===== src/rtl/mclr5_lsu_if.sv =====
// Data-memory bus between the MCLR5 load/store unit (master) and data memory (slave).
// One level request held until a single-cycle acknowledge.
interface mclr5_lsu_if;
  logic        mem_req;
  logic        mem_we;
  logic [31:0] mem_addr;
  logic [3:0]  mem_be;
  logic [31:0] mem_wdata;
  logic [31:0] mem_rdata;
  logic        mem_ack;

  modport master (
    output mem_req, mem_we, mem_addr, mem_be, mem_wdata,
    input  mem_rdata, mem_ack
  );

  modport slave (
    input  mem_req, mem_we, mem_addr, mem_be, mem_wdata,
    output mem_rdata, mem_ack
  );
endinterface


===== src/rtl/mclr5_lsu.sv =====
// MCLR5 load/store unit: one bus transaction per ALU request, with timeout and extension.
// Define MCLR5_LSU_MISALIGN_TRAP_EN to reject misaligned half/word accesses without a bus cycle.
module mclr5_lsu #(
  parameter int unsigned TIMEOUT_CYCLES = 255
) (
  input  logic              core_clk,
  input  logic              rst_n,
  input  logic              load_req,
  input  logic              store_req,
  input  logic [2:0]        funct3,
  input  logic [31:0]       load_store_address,
  input  logic [31:0]       store_data,
  output logic [31:0]       load_data,
  output logic              stall,
  output logic              done,
  output logic              err,
  mclr5_lsu_if.master       mem
);

  typedef enum logic [1:0] {StIdle, StBus, StDone} state_e;

  localparam logic [7:0] TmoLast = 8'(TIMEOUT_CYCLES - 1);

  state_e      state_q, state_d;
  logic [2:0]  funct3_q, funct3_d;
  logic        is_load_q, is_load_d;
  logic [1:0]  lane_q, lane_d;
  logic        err_q, err_d;
  logic [31:0] load_data_q, load_data_d;
  logic [7:0]  tmo_q, tmo_d;
  logic        we_q, we_d;
  logic [31:0] addr_q, addr_d;
  logic [3:0]  be_q, be_d;
  logic [31:0] wdata_q, wdata_d;

  logic        req;
  logic        size_ok;
  logic        misalign;
  logic [1:0]  lane;
  logic [3:0]  be;
  logic [31:0] wdata;
  logic [31:0] lane_data;
  logic [31:0] ext_data;

  // Request decode: lane offset, byte enables and replicated write data.
  always_comb begin
    req = load_req | store_req;
    case (funct3)
      3'b000, 3'b001, 3'b010: size_ok = 1'b1;
      3'b100, 3'b101:         size_ok = load_req;
      default:                size_ok = 1'b0;
    endcase
    case (funct3[1:0])
      2'b00: begin
        lane  = load_store_address[1:0];
        be    = 4'b0001 << load_store_address[1:0];
        wdata = {4{store_data[7:0]}};
      end
      2'b01: begin
        lane  = {load_store_address[1], 1'b0};
        be    = 4'b0011 << {load_store_address[1], 1'b0};
        wdata = {2{store_data[15:0]}};
      end
      default: begin
        lane  = 2'b00;
        be    = 4'b1111;
        wdata = store_data;
      end
    endcase
`ifdef MCLR5_LSU_MISALIGN_TRAP_EN
    misalign = ((funct3[1:0] == 2'b01) && load_store_address[0]) ||
               ((funct3[1:0] == 2'b10) && (load_store_address[1:0] != 2'b00));
`else
    misalign = 1'b0;
`endif
  end

  always_comb begin
    lane_data = mem.mem_rdata >> {lane_q, 3'b000};
    case (funct3_q)
      3'b000:  ext_data = {{24{lane_data[7]}}, lane_data[7:0]};
      3'b001:  ext_data = {{16{lane_data[15]}}, lane_data[15:0]};
      3'b100:  ext_data = {24'b0, lane_data[7:0]};
      3'b101:  ext_data = {16'b0, lane_data[15:0]};
      default: ext_data = lane_data;
    endcase
  end

  always_comb begin
    state_d     = state_q;
    funct3_d    = funct3_q;
    is_load_d   = is_load_q;
    lane_d      = lane_q;
    err_d       = err_q;
    load_data_d = load_data_q;
    tmo_d       = tmo_q;
    we_d        = we_q;
    addr_d      = addr_q;
    be_d        = be_q;
    wdata_d     = wdata_q;

    unique case (state_q)
      StIdle: begin
        if (req) begin
          funct3_d  = funct3;
          is_load_d = load_req;
          if (!size_ok || misalign) begin
            err_d   = 1'b1;
            state_d = StDone;
            if (load_req) load_data_d = '0;
          end else begin
            err_d   = 1'b0;
            lane_d  = lane;
            we_d    = ~load_req;
            addr_d  = {load_store_address[31:2], 2'b00};
            be_d    = be;
            wdata_d = wdata;
            tmo_d   = '0;
            state_d = StBus;
          end
        end
      end
      StBus: begin
        if (mem.mem_ack) begin
          if (is_load_q) load_data_d = ext_data;
          err_d   = 1'b0;
          state_d = StDone;
        end else if (tmo_q == TmoLast) begin
          if (is_load_q) load_data_d = '0;
          err_d   = 1'b1;
          state_d = StDone;
        end else begin
          tmo_d = tmo_q + 8'd1;
        end
      end
      StDone:  state_d = StIdle;
      default: state_d = StIdle;
    endcase
  end

  always_ff @(posedge core_clk) begin
    if (!rst_n) begin
      state_q     <= StIdle;
      funct3_q    <= '0;
      is_load_q   <= 1'b0;
      lane_q      <= '0;
      err_q       <= 1'b0;
      load_data_q <= '0;
      tmo_q       <= '0;
      we_q        <= 1'b0;
      addr_q      <= '0;
      be_q        <= '0;
      wdata_q     <= '0;
    end else begin
      state_q     <= state_d;
      funct3_q    <= funct3_d;
      is_load_q   <= is_load_d;
      lane_q      <= lane_d;
      err_q       <= err_d;
      load_data_q <= load_data_d;
      tmo_q       <= tmo_d;
      we_q        <= we_d;
      addr_q      <= addr_d;
      be_q        <= be_d;
      wdata_q     <= wdata_d;
    end
  end

  // Stall drops in the DONE cycle so the slot advances with load_data already valid.
  assign stall         = (state_q == StBus) || ((state_q == StIdle) && req);
  assign done          = (state_q == StDone);
  assign err           = done & err_q;
  assign load_data     = load_data_q;
  assign mem.mem_req   = (state_q == StBus);
  assign mem.mem_we    = we_q;
  assign mem.mem_addr  = addr_q;
  assign mem.mem_be    = be_q;
  assign mem.mem_wdata = wdata_q;

endmodule


===== src/flat_wrapper.sv =====
// flat-port wrapper written by rule: the top's interface ports become plain ports
module mclr5_lsu_flat 
#(
  parameter int unsigned TIMEOUT_CYCLES = 255
)
  (core_clk, rst_n, load_req, store_req, funct3, load_store_address, store_data, load_data, stall, done, err, mem_mem_req, mem_mem_we, mem_mem_addr, mem_mem_be, mem_mem_wdata, mem_mem_rdata, mem_mem_ack);
  mclr5_lsu_if mem_i ();
  input  logic core_clk;
  input  logic rst_n;
  input  logic load_req;
  input  logic store_req;
  input  logic [2:0] funct3;
  input  logic [31:0] load_store_address;
  input  logic [31:0] store_data;
  output logic [31:0] load_data;
  output logic stall;
  output logic done;
  output logic err;
  output wire logic [$bits(mem_i.mem_req)-1:0] mem_mem_req;
  output wire logic [$bits(mem_i.mem_we)-1:0] mem_mem_we;
  output wire logic [$bits(mem_i.mem_addr)-1:0] mem_mem_addr;
  output wire logic [$bits(mem_i.mem_be)-1:0] mem_mem_be;
  output wire logic [$bits(mem_i.mem_wdata)-1:0] mem_mem_wdata;
  input wire logic [$bits(mem_i.mem_rdata)-1:0] mem_mem_rdata;
  input wire logic [$bits(mem_i.mem_ack)-1:0] mem_mem_ack;
  assign mem_mem_req = mem_i.mem_req;
  assign mem_mem_we = mem_i.mem_we;
  assign mem_mem_addr = mem_i.mem_addr;
  assign mem_mem_be = mem_i.mem_be;
  assign mem_mem_wdata = mem_i.mem_wdata;
  assign mem_i.mem_rdata = mem_mem_rdata;
  assign mem_i.mem_ack = mem_mem_ack;
  mclr5_lsu #(.TIMEOUT_CYCLES(TIMEOUT_CYCLES)) u_core (.core_clk(core_clk), .rst_n(rst_n), .load_req(load_req), .store_req(store_req), .funct3(funct3), .load_store_address(load_store_address), .store_data(store_data), .load_data(load_data), .stall(stall), .done(done), .err(err), .mem(mem_i));
endmodule

===== config.mk =====
export PLATFORM = sky130hd
export DESIGN_NAME = mclr5_lsu_flat
export DESIGN_NICKNAME = d
export VERILOG_FILES = /design/src/rtl/mclr5_lsu_if.sv /design/src/rtl/mclr5_lsu.sv /design/src/flat_wrapper.sv
export SDC_FILE = /design/constraint.sdc
export NUM_CORES = 1
export LEC_CHECK = 0
export ABC_CLOCK_PERIOD_IN_PS = 5200
export CAP_MARGIN = 25
export CORE_MARGIN = 3
export CORE_UTILIZATION = 25
export DETAILED_ROUTE_END_ITERATION = 8
export GPL_TIMING_DRIVEN = 0
export PLACE_DENSITY = 0.58
export SLEW_MARGIN = 40
export SYNTH_ARGS = -nofsm -noshare
export SYNTH_HDL_FRONTEND = slang
export SYNTH_SLANG_ARGS = --single-unit
export TNS_END_PERCENT = 1

===== constraint.sdc =====
create_clock -name core_clk -period 5.2 [get_ports core_clk]
set_clock_uncertainty 0.2 [all_clocks]
set_input_delay 1.3 -clock core_clk [delete_from_list [all_inputs] [get_ports core_clk]]
set_output_delay 1.3 -clock core_clk [all_outputs]
set_load 0.01 [all_outputs]

==> results of run 1 <==
[sequential cells by signal (all words and copies together) (netlist names)]
signal                cells
u_core.load_data         32
u_core.mem.mem_wdata     32
u_core.mem.mem_addr      30
u_core.tmo_q              8
u_core.mem.mem_be         4
u_core.funct3_q           3
u_core.lane_q             2
u_core.state_q            2
u_core.err_q              1
u_core.is_load_q          1
u_core.mem.mem_we         1
[how the worst max path moves through the flow]
| stage | startpoint | to | slack, ns |
|---|---|---|---|
| final | load_req | stall | 0.34 |
| after global routing | load_req | stall | 0.24 |
| after CTS | load_req | stall | 0.37 |
| after detailed placement | load_req | stall | 0.38 |
| after global placement | load_req | stall | 0.32 |
| after floorplan | load_req | stall | 1.86 |
[layout make-up]
cell class | instances | area [sq um]
inverters | 4 | 15.01
clock inverters | 8 | 123.9
repair buffers | 205 | 2052
multi-input cells | 457 | 2805
clock buffers | 23 | 488.0
plain buffers | 55 | 291.5
fillers | 2185 | 12710
flip-flops and latches | 116 | 2322
well taps | 275 | 344.1
[layout by cell type, fill, tap and decap left out, drive strengths merged, types with 7 or more instances in the layout]
cell / count
a211oi: 8
a21oi: 67
a311oi: 27
a31oi: 16
a32o: 7
buf: 31
clkbuf: 47
clkdlybuf4s50: 205
dfxtp: 116
mux2: 15
mux2i: 36
nand2: 150
nor2: 34
o211ai: 13
o21ai: 27
[metal layers]
metal,share of wire,GRT usage,vias up
met5,0,0,-
met4,0.015,0.04458,0
met3,0.068,0.05210,17
met2,0.48,0.2717,151
met1,0.43,0.2032,2500
li1,-,-,2706
[worst reg2reg max path, cell delays in order, from the launching register on]
cell     delay [ns]
dfxtp_1        0.34
inv_1          0.10
ha_1           0.15
nand3_1        0.20
o21ai_2        0.36
nand3_2        0.26
buf_4          0.27
a32o_1         0.27
[power by group]
part / leakage, nW / internal, mW / switching (mW)
Clock: 0.295 / 0.801 / 0.406
Combinational: 1.76 / 0.309 / 0.313
Sequential: 0.949 / 0.964 / 0.0399
Total: 3.00 / 2.07 / 0.759
[cells by family (layout without fill, tap and decap cells)]
logic type,count (synthesis),count (layout)
xor+xnor,5,5
simple gates,218,218
fa+ha+maj,2,2
other cells,1,2
compound gates,178,178
flops,116,116
mux,52,52
buf+inv,59,295
[cell usage after synthesis, types with 3 or more instances]
master	number	area [sq um]
o21ai_0	26	130.1
a21oi_1	66	330.3
nand2b_1	4	25.02
nand3_1	5	25.02
mux2_2	15	168.9
xor2_1	4	35.03
o211ai_1	13	97.59
nor2b_1	4	25.02
buf_2	17	85.08
clkbuf_1	24	90.09
a311oi_1	17	148.9
a31oi_1	16	100.1
o2111ai_1	3	26.28
nor3_1	4	20.02
buf_4	7	52.55
inv_1	4	15.01
and3_1	3	18.77
a211oi_1	8	60.06
nor2_1	34	127.6
dfxtp_1	116	2322
mux2i_1	36	360.4
a32o_1	7	70.07
buf_6	5	56.30
nand2_1	150	563.0
a311oi_2	10	150.1
[through the flow]
| step | total power, mW | area [sq um] | util |
|---|---|---|---|
| after floorplan | 1.324 | 5434 | - |
| after global placement | 1.643 | 7830 | 0.3701 |
| after detailed placement | 1.645 | 7830 | 0.3701 |
| after CTS | 2.867 | 8442 | 0.3991 |
| after global routing | 2.968 | 8442 | 0.3991 |
| final | 2.833 | 8442 | 0.3991 |
==> run_results.csv, run 1 <==
group,metric,value,unit
status,status,"completed",
synth,yosysWarnings,0,
synth,synth_compound_area_frac,0.2293,
synth,syn_area_per_cell,8.606,sq um
clock_network,clock_latency,0.40,ns
placed_design,dp_cells,1112,
grt,grtUsageTotal,0.1628,
synth,synth_edf_count,0,
placed_design,gp_congestion,0.8508,
worst_setup_path,startpoint_type,"primary input",
floorplanning,die_h,153.4,um
clock_network,cts.sinks,116,
cells_and_area,syn2layout_area_growth,55.46,%
clock_network,clk_pin_slew,0.05,ns
worst_setup_path,cp.buffers_inverters,3,
clock_network,cts.repair.resized,0,
floorplanning,dieWidth,153.4,um
sta,maxSlewHeadroom,0.4744,
drt,antenna_left,0,
clock_network,ctsRootBufferMaster,"clkbuf_16",
synth,async_flop_share,0,
sta,post-route-period-util,0.9337,
job,drv_cap,0,
synth,yosys.area_share.simple,0.1717,
worst_setup_path,cp.depth,5,
floorplanning,num_rows,53,
drt,vias,5374,
worst_setup_path,worstRegToRegCells,7,
worst_setup_path,rrSetupSlack,2.95,ns
floorplanning,die_area,0.02353,sq mm
worst_setup_path,reg2reg_from,"u_core.tmo_q[0]",
worst_setup_path,regToRegEndpoint,"u_core.load_data[14]",
placed_design,dpl_worst_slack,0.3839,ns
power_and_ir_drop,powerDensity,335.6,mW/mm^2
synth,synthAdderAreaFrac,0.004608,
floorplanning,start_util,0.2567,
worst_setup_path,cp_slowest_cell,"clkdlybuf4s50_1",
floorplanning,io_pins,209,
placed_design,port_buffers,205,
floorplanning,core,0.02115,sq mm
synth,synthFlopType,"dfxtp_1",
worst_setup_path,criticalPathCategory,"primary input to primary output",
synth,syn_area,0.005430,sq mm
synth,synth-seq-cells,116,
sta,timing.setup.tns,0,ns
drt,drt_iter0_drc,255,
clock_network,cts_inserted_buffers,17,
grt,antenna_found_initial,0,
placed_design,place_hpwl,14910,um
sta,max_freq,0.2060,GHz
drt,wl,19630,um
clock_network,cts_hold_buf,0,
worst_setup_path,cp_slowest_stage_delay,0.66,ns
sta,final_max_slew_viol_count,0,
sta,setup_ws,0.3446,ns
synth,syn_inst,631,
synth,ys_seq_area_frac,0.4276,
synth,synth.distinct_cells,52,
drt,drc,0,
worst_hold_path,min_from,"u_core.mem.mem_we",
sta,setup_viol,0,
worst_hold_path,min_path_cells,2,
worst_setup_path,crit_chain,"clkdlybuf4s50_1 -> nor3_1 -> nor2_1 -> clkbuf_1 -> clkdlybuf4s50_1",
clock_network,cts_tree,"built",
sta,final_hold_viol_count,0,
grt,grt_pass1_vias,5270,
clock_network,cts_setup_buffers,0,
sta,min_period,4.855,ns
drt,vias_per_cell,4.702,
worst_hold_path,hold_path_class,"flop to flop",
drt,drt-pass1-iter-count,5,
synth,synth_top_family_by_area,"compound AO/OA/AOI/OAI gates",
clock_network,h-tree-depth,4,
synth,synthMuxAreaShare,0.1016,
worst_setup_path,endpoint_kind,"primary output",
worst_setup_path,worstPathMaxFanout,10,
worst_setup_path,cpMostUsedCell,"clkdlybuf4s50_1",
cells_and_area,diodes,0,
sta,rsz0062_at_grt,"no",
cells_and_area,fin_cells,1143,
worst_hold_path,hold_end,"u_core.mem.mem_we",
cells_and_area,fin_nets,962,
grt,grt_pass1_wl,30350,um
sta,whs,0.2515,ns
power_and_ir_drop,peakVddDrop,0.0002114,V
worst_setup_path,required,3.70,ns
drt,wire_per_inst,17.18,um
worst_setup_path,cp.arrival,3.36,ns
grt,grt-ovfl-total,0,
grt,grt_max_degree,17,
power_and_ir_drop,leakage,3.004,nW
cells_and_area,drive_gt1_frac,0.1083,
sta,tightest_slew,0.7884,ns
clock_network,cts_buffer_depth,2,
worst_setup_path,crit_family,"buffers and inverters",
synth,synth_xor_area_frac,0.008065,
Power figures use the tool's default switching activity.
==> inputs of run 2 (changes only) <==
--- a/config.mk
+++ b/config.mk
@@ -10,8 +10,9 @@
 export CORE_MARGIN = 3
 export CORE_UTILIZATION = 25
 export DETAILED_ROUTE_END_ITERATION = 8
+export DONT_BUFFER_PORTS = 1
 export GPL_TIMING_DRIVEN = 0
-export PLACE_DENSITY = 0.58
+export PLACE_DENSITY = 0.45
 export SLEW_MARGIN = 40
 export SYNTH_ARGS = -nofsm -noshare
 export SYNTH_HDL_FRONTEND = slang
==> run_results.csv, run 2 (synthesized netlist as in run 1, its figures left out) <==
group,metric,value,unit
power_and_ir_drop,leakage,2.222,nW
power_and_ir_drop,powerDensity,401.3,mW/mm^2
drt,drt-pass1-iter-count,4,
clock_network,cts.repair.resized,0,
placed_design,place_hpwl,14690,um
worst_setup_path,cp_slowest_stage_delay,0.54,ns
sta,rsz0062_at_grt,"no",
worst_setup_path,required,3.70,ns
floorplanning,io_pins,209,
clock_network,cts_tree,"built",
cells_and_area,n_fill_cell,2174,
floorplanning,die_area,0.02353,sq mm
sta,min_period,3.605,ns
sta,tightest_slew,0.6459,ns
cells_and_area,syn2layout_area_growth,17.00,%
power_and_ir_drop,peakVddDrop,0.0002275,V
drt,drc,0,
sta,max_freq,0.2774,GHz
sta,post-route-period-util,0.6932,
clock_network,cts_buffer_depth,2,
worst_setup_path,cp_slowest_cell,"clkbuf_1",
clock_network,clock_latency,0.41,ns
drt,antenna_left,0,
worst_setup_path,crit_family,"buffers and inverters",
cells_and_area,drive_gt1_frac,0.1420,
placed_design,port_buffers,0,
worst_setup_path,worstPathMaxFanout,10,
grt,grt-ovfl-total,0,
worst_setup_path,criticalPathCategory,"primary input to primary output",
floorplanning,core,0.02115,sq mm
grt,grt_max_degree,17,
clock_network,cts_inserted_buffers,17,
clock_network,clk_pin_slew,0.05,ns
cells_and_area,diodes,0,
worst_hold_path,hold_path_class,"flop to flop",
floorplanning,start_util,0.2567,
worst_setup_path,startpoint_type,"primary input",
cells_and_area,final_common_cell,"nand2_1",
clock_network,h-tree-depth,4,
clock_network,cts_hold_buf,0,
floorplanning,die_h,153.4,um
status,status,"completed",
drt,vias,4755,
worst_setup_path,cp.arrival,2.10,ns
clock_network,ctsRootBufferMaster,"clkbuf_16",
drt,wl,18680,um
sta,maxSlewHeadroom,0.5694,
cells_and_area,fin_nets,757,
drt,wire_per_inst,19.94,um
grt,grt_pass1_wl,28560,um
drt,drt_iter0_drc,229,
job,drv_cap,0,
placed_design,gp_congestion,0.8383,
clock_network,cts.sinks,116,
worst_setup_path,endpoint_kind,"primary output",
clock_network,cts_setup_buffers,0,
drt,vias_per_cell,5.075,
sta,final_hold_viol_count,0,
sta,setup_viol,0,
sta,whs,0.3002,ns
worst_setup_path,cp.buffers_inverters,1,
floorplanning,num_rows,53,
sta,final_max_slew_viol_count,0,
floorplanning,dieWidth,153.4,um
sta,timing.setup.tns,0,ns
grt,antenna_found_initial,0,
worst_setup_path,crit_chain,"nor3_1 -> nor2_1 -> clkbuf_1",
cells_and_area,mostFrequentLayoutCells,"150 x nand2_1, 116 x dfxtp_1, 66 x a21oi_1",
grt,grt_pass1_vias,4817,
grt,grtUsageTotal,0.1553,
## run 2: cell count changes in the layout (fill, tap and decap cells not counted)
cell / delta
clkinv_2: +1
clkinvlp_4: +2
clkbuf_8: -1
clkbuf_1: -1
clkinv_4: -1
bufinv_16: -1
clkdlybuf4s50_1: -205
## run 2: final timing paths
check | to | from | cells past startpoint | slack [ns]
worst min register to register | u_core.mem.mem_addr[17] | u_core.mem.mem_addr[17] | 2 | 0.30
worst max register to register | u_core.load_data[13] | u_core.tmo_q[0] | 7 | 2.99
worst min-delay path | u_core.mem.mem_addr[17] | u_core.mem.mem_addr[17] | 2 | 0.30
worst max-delay path | stall | load_req | 3 | 1.60
## run 2: cell type report
cell class | count | area (sq um) | share of cell area
multi-input cells | 457 | 2805 | 0.4415
inverters | 4 | 15.01 | 0.002363
clock buffers | 21 | 470.5 | 0.07404
well taps | 275 | 344.1 | 0.05416
plain buffers | 55 | 291.5 | 0.04588
flip-flops and latches | 116 | 2322 | 0.3655
clock inverters | 9 | 105.1 | 0.01654
## run 2: metal layers
layer  track usage  wire (um)
met1        0.1793       7373
met5             0          0
met2        0.2572       8894
met4       0.05046        401
met3       0.07050       2014
## run 2: worst register-to-register path, stage by stage, from the launching register on
cell and delay [ns]:
dfxtp_1 0.33, inv_1 0.08, ha_1 0.15, nand3_1 0.19, o21ai_2 0.37, nand3_2 0.25
buf_4 0.26, a32o_1 0.27
## run 2: stage by stage
step	instances	utilization	power [mW]	setup WS (ns)	instance area [sq um]
final	937	0.3003	2.549	1.595	6354
after detailed placement	907	0.2731	1.430	1.648	5778
after floorplan	632	-	1.324	1.863	5434
after global placement	907	0.2731	1.419	1.637	5778
after CTS	937	0.3003	2.582	1.634	6354
after global routing	937	0.3003	2.671	1.579	6354
## run 2: power by group
part           internal [mW]  leakage [nW]  switching [mW]  total, mW
Combinational          0.134          1.00           0.218      0.352
Clock                  0.734         0.273           0.407       1.14
Sequential             0.964         0.949          0.0919       1.06
Total                   1.83          2.22           0.717       2.55
==> inputs of run 3 (changes only) <==
--- a/config.mk
+++ b/config.mk
@@ -5,7 +5,7 @@
 export SDC_FILE = /design/constraint.sdc
 export NUM_CORES = 1
 export LEC_CHECK = 0
-export ABC_CLOCK_PERIOD_IN_PS = 5200
+export ABC_CLOCK_PERIOD_IN_PS = 3700
 export CAP_MARGIN = 25
 export CORE_MARGIN = 3
 export CORE_UTILIZATION = 25
==> constraint.sdc (replaced) <==
create_clock -name core_clk -period 3.7 [get_ports core_clk]
set_clock_uncertainty 0.2 [all_clocks]
set_input_delay 0.925 -clock core_clk [delete_from_list [all_inputs] [get_ports core_clk]]
set_output_delay 0.925 -clock core_clk [all_outputs]
set_load 0.01 [all_outputs]
==> results of run 3 <==
The final DEF is identical to that of run 2. Status: completed.
Among the figures that moved: setup slack after placement 1.648 ns -> 0.8976 ns; setup slack after layout 1.595 ns -> 0.8292 ns; start point of the critical path load_req -> u_core.state_q[0]; register-to-register setup slack 2.99 ns -> 1.49 ns; total power 2.549 mW -> 3.583 mW; worst IR drop on VDD 0.0002275 V -> 0.0003198 V
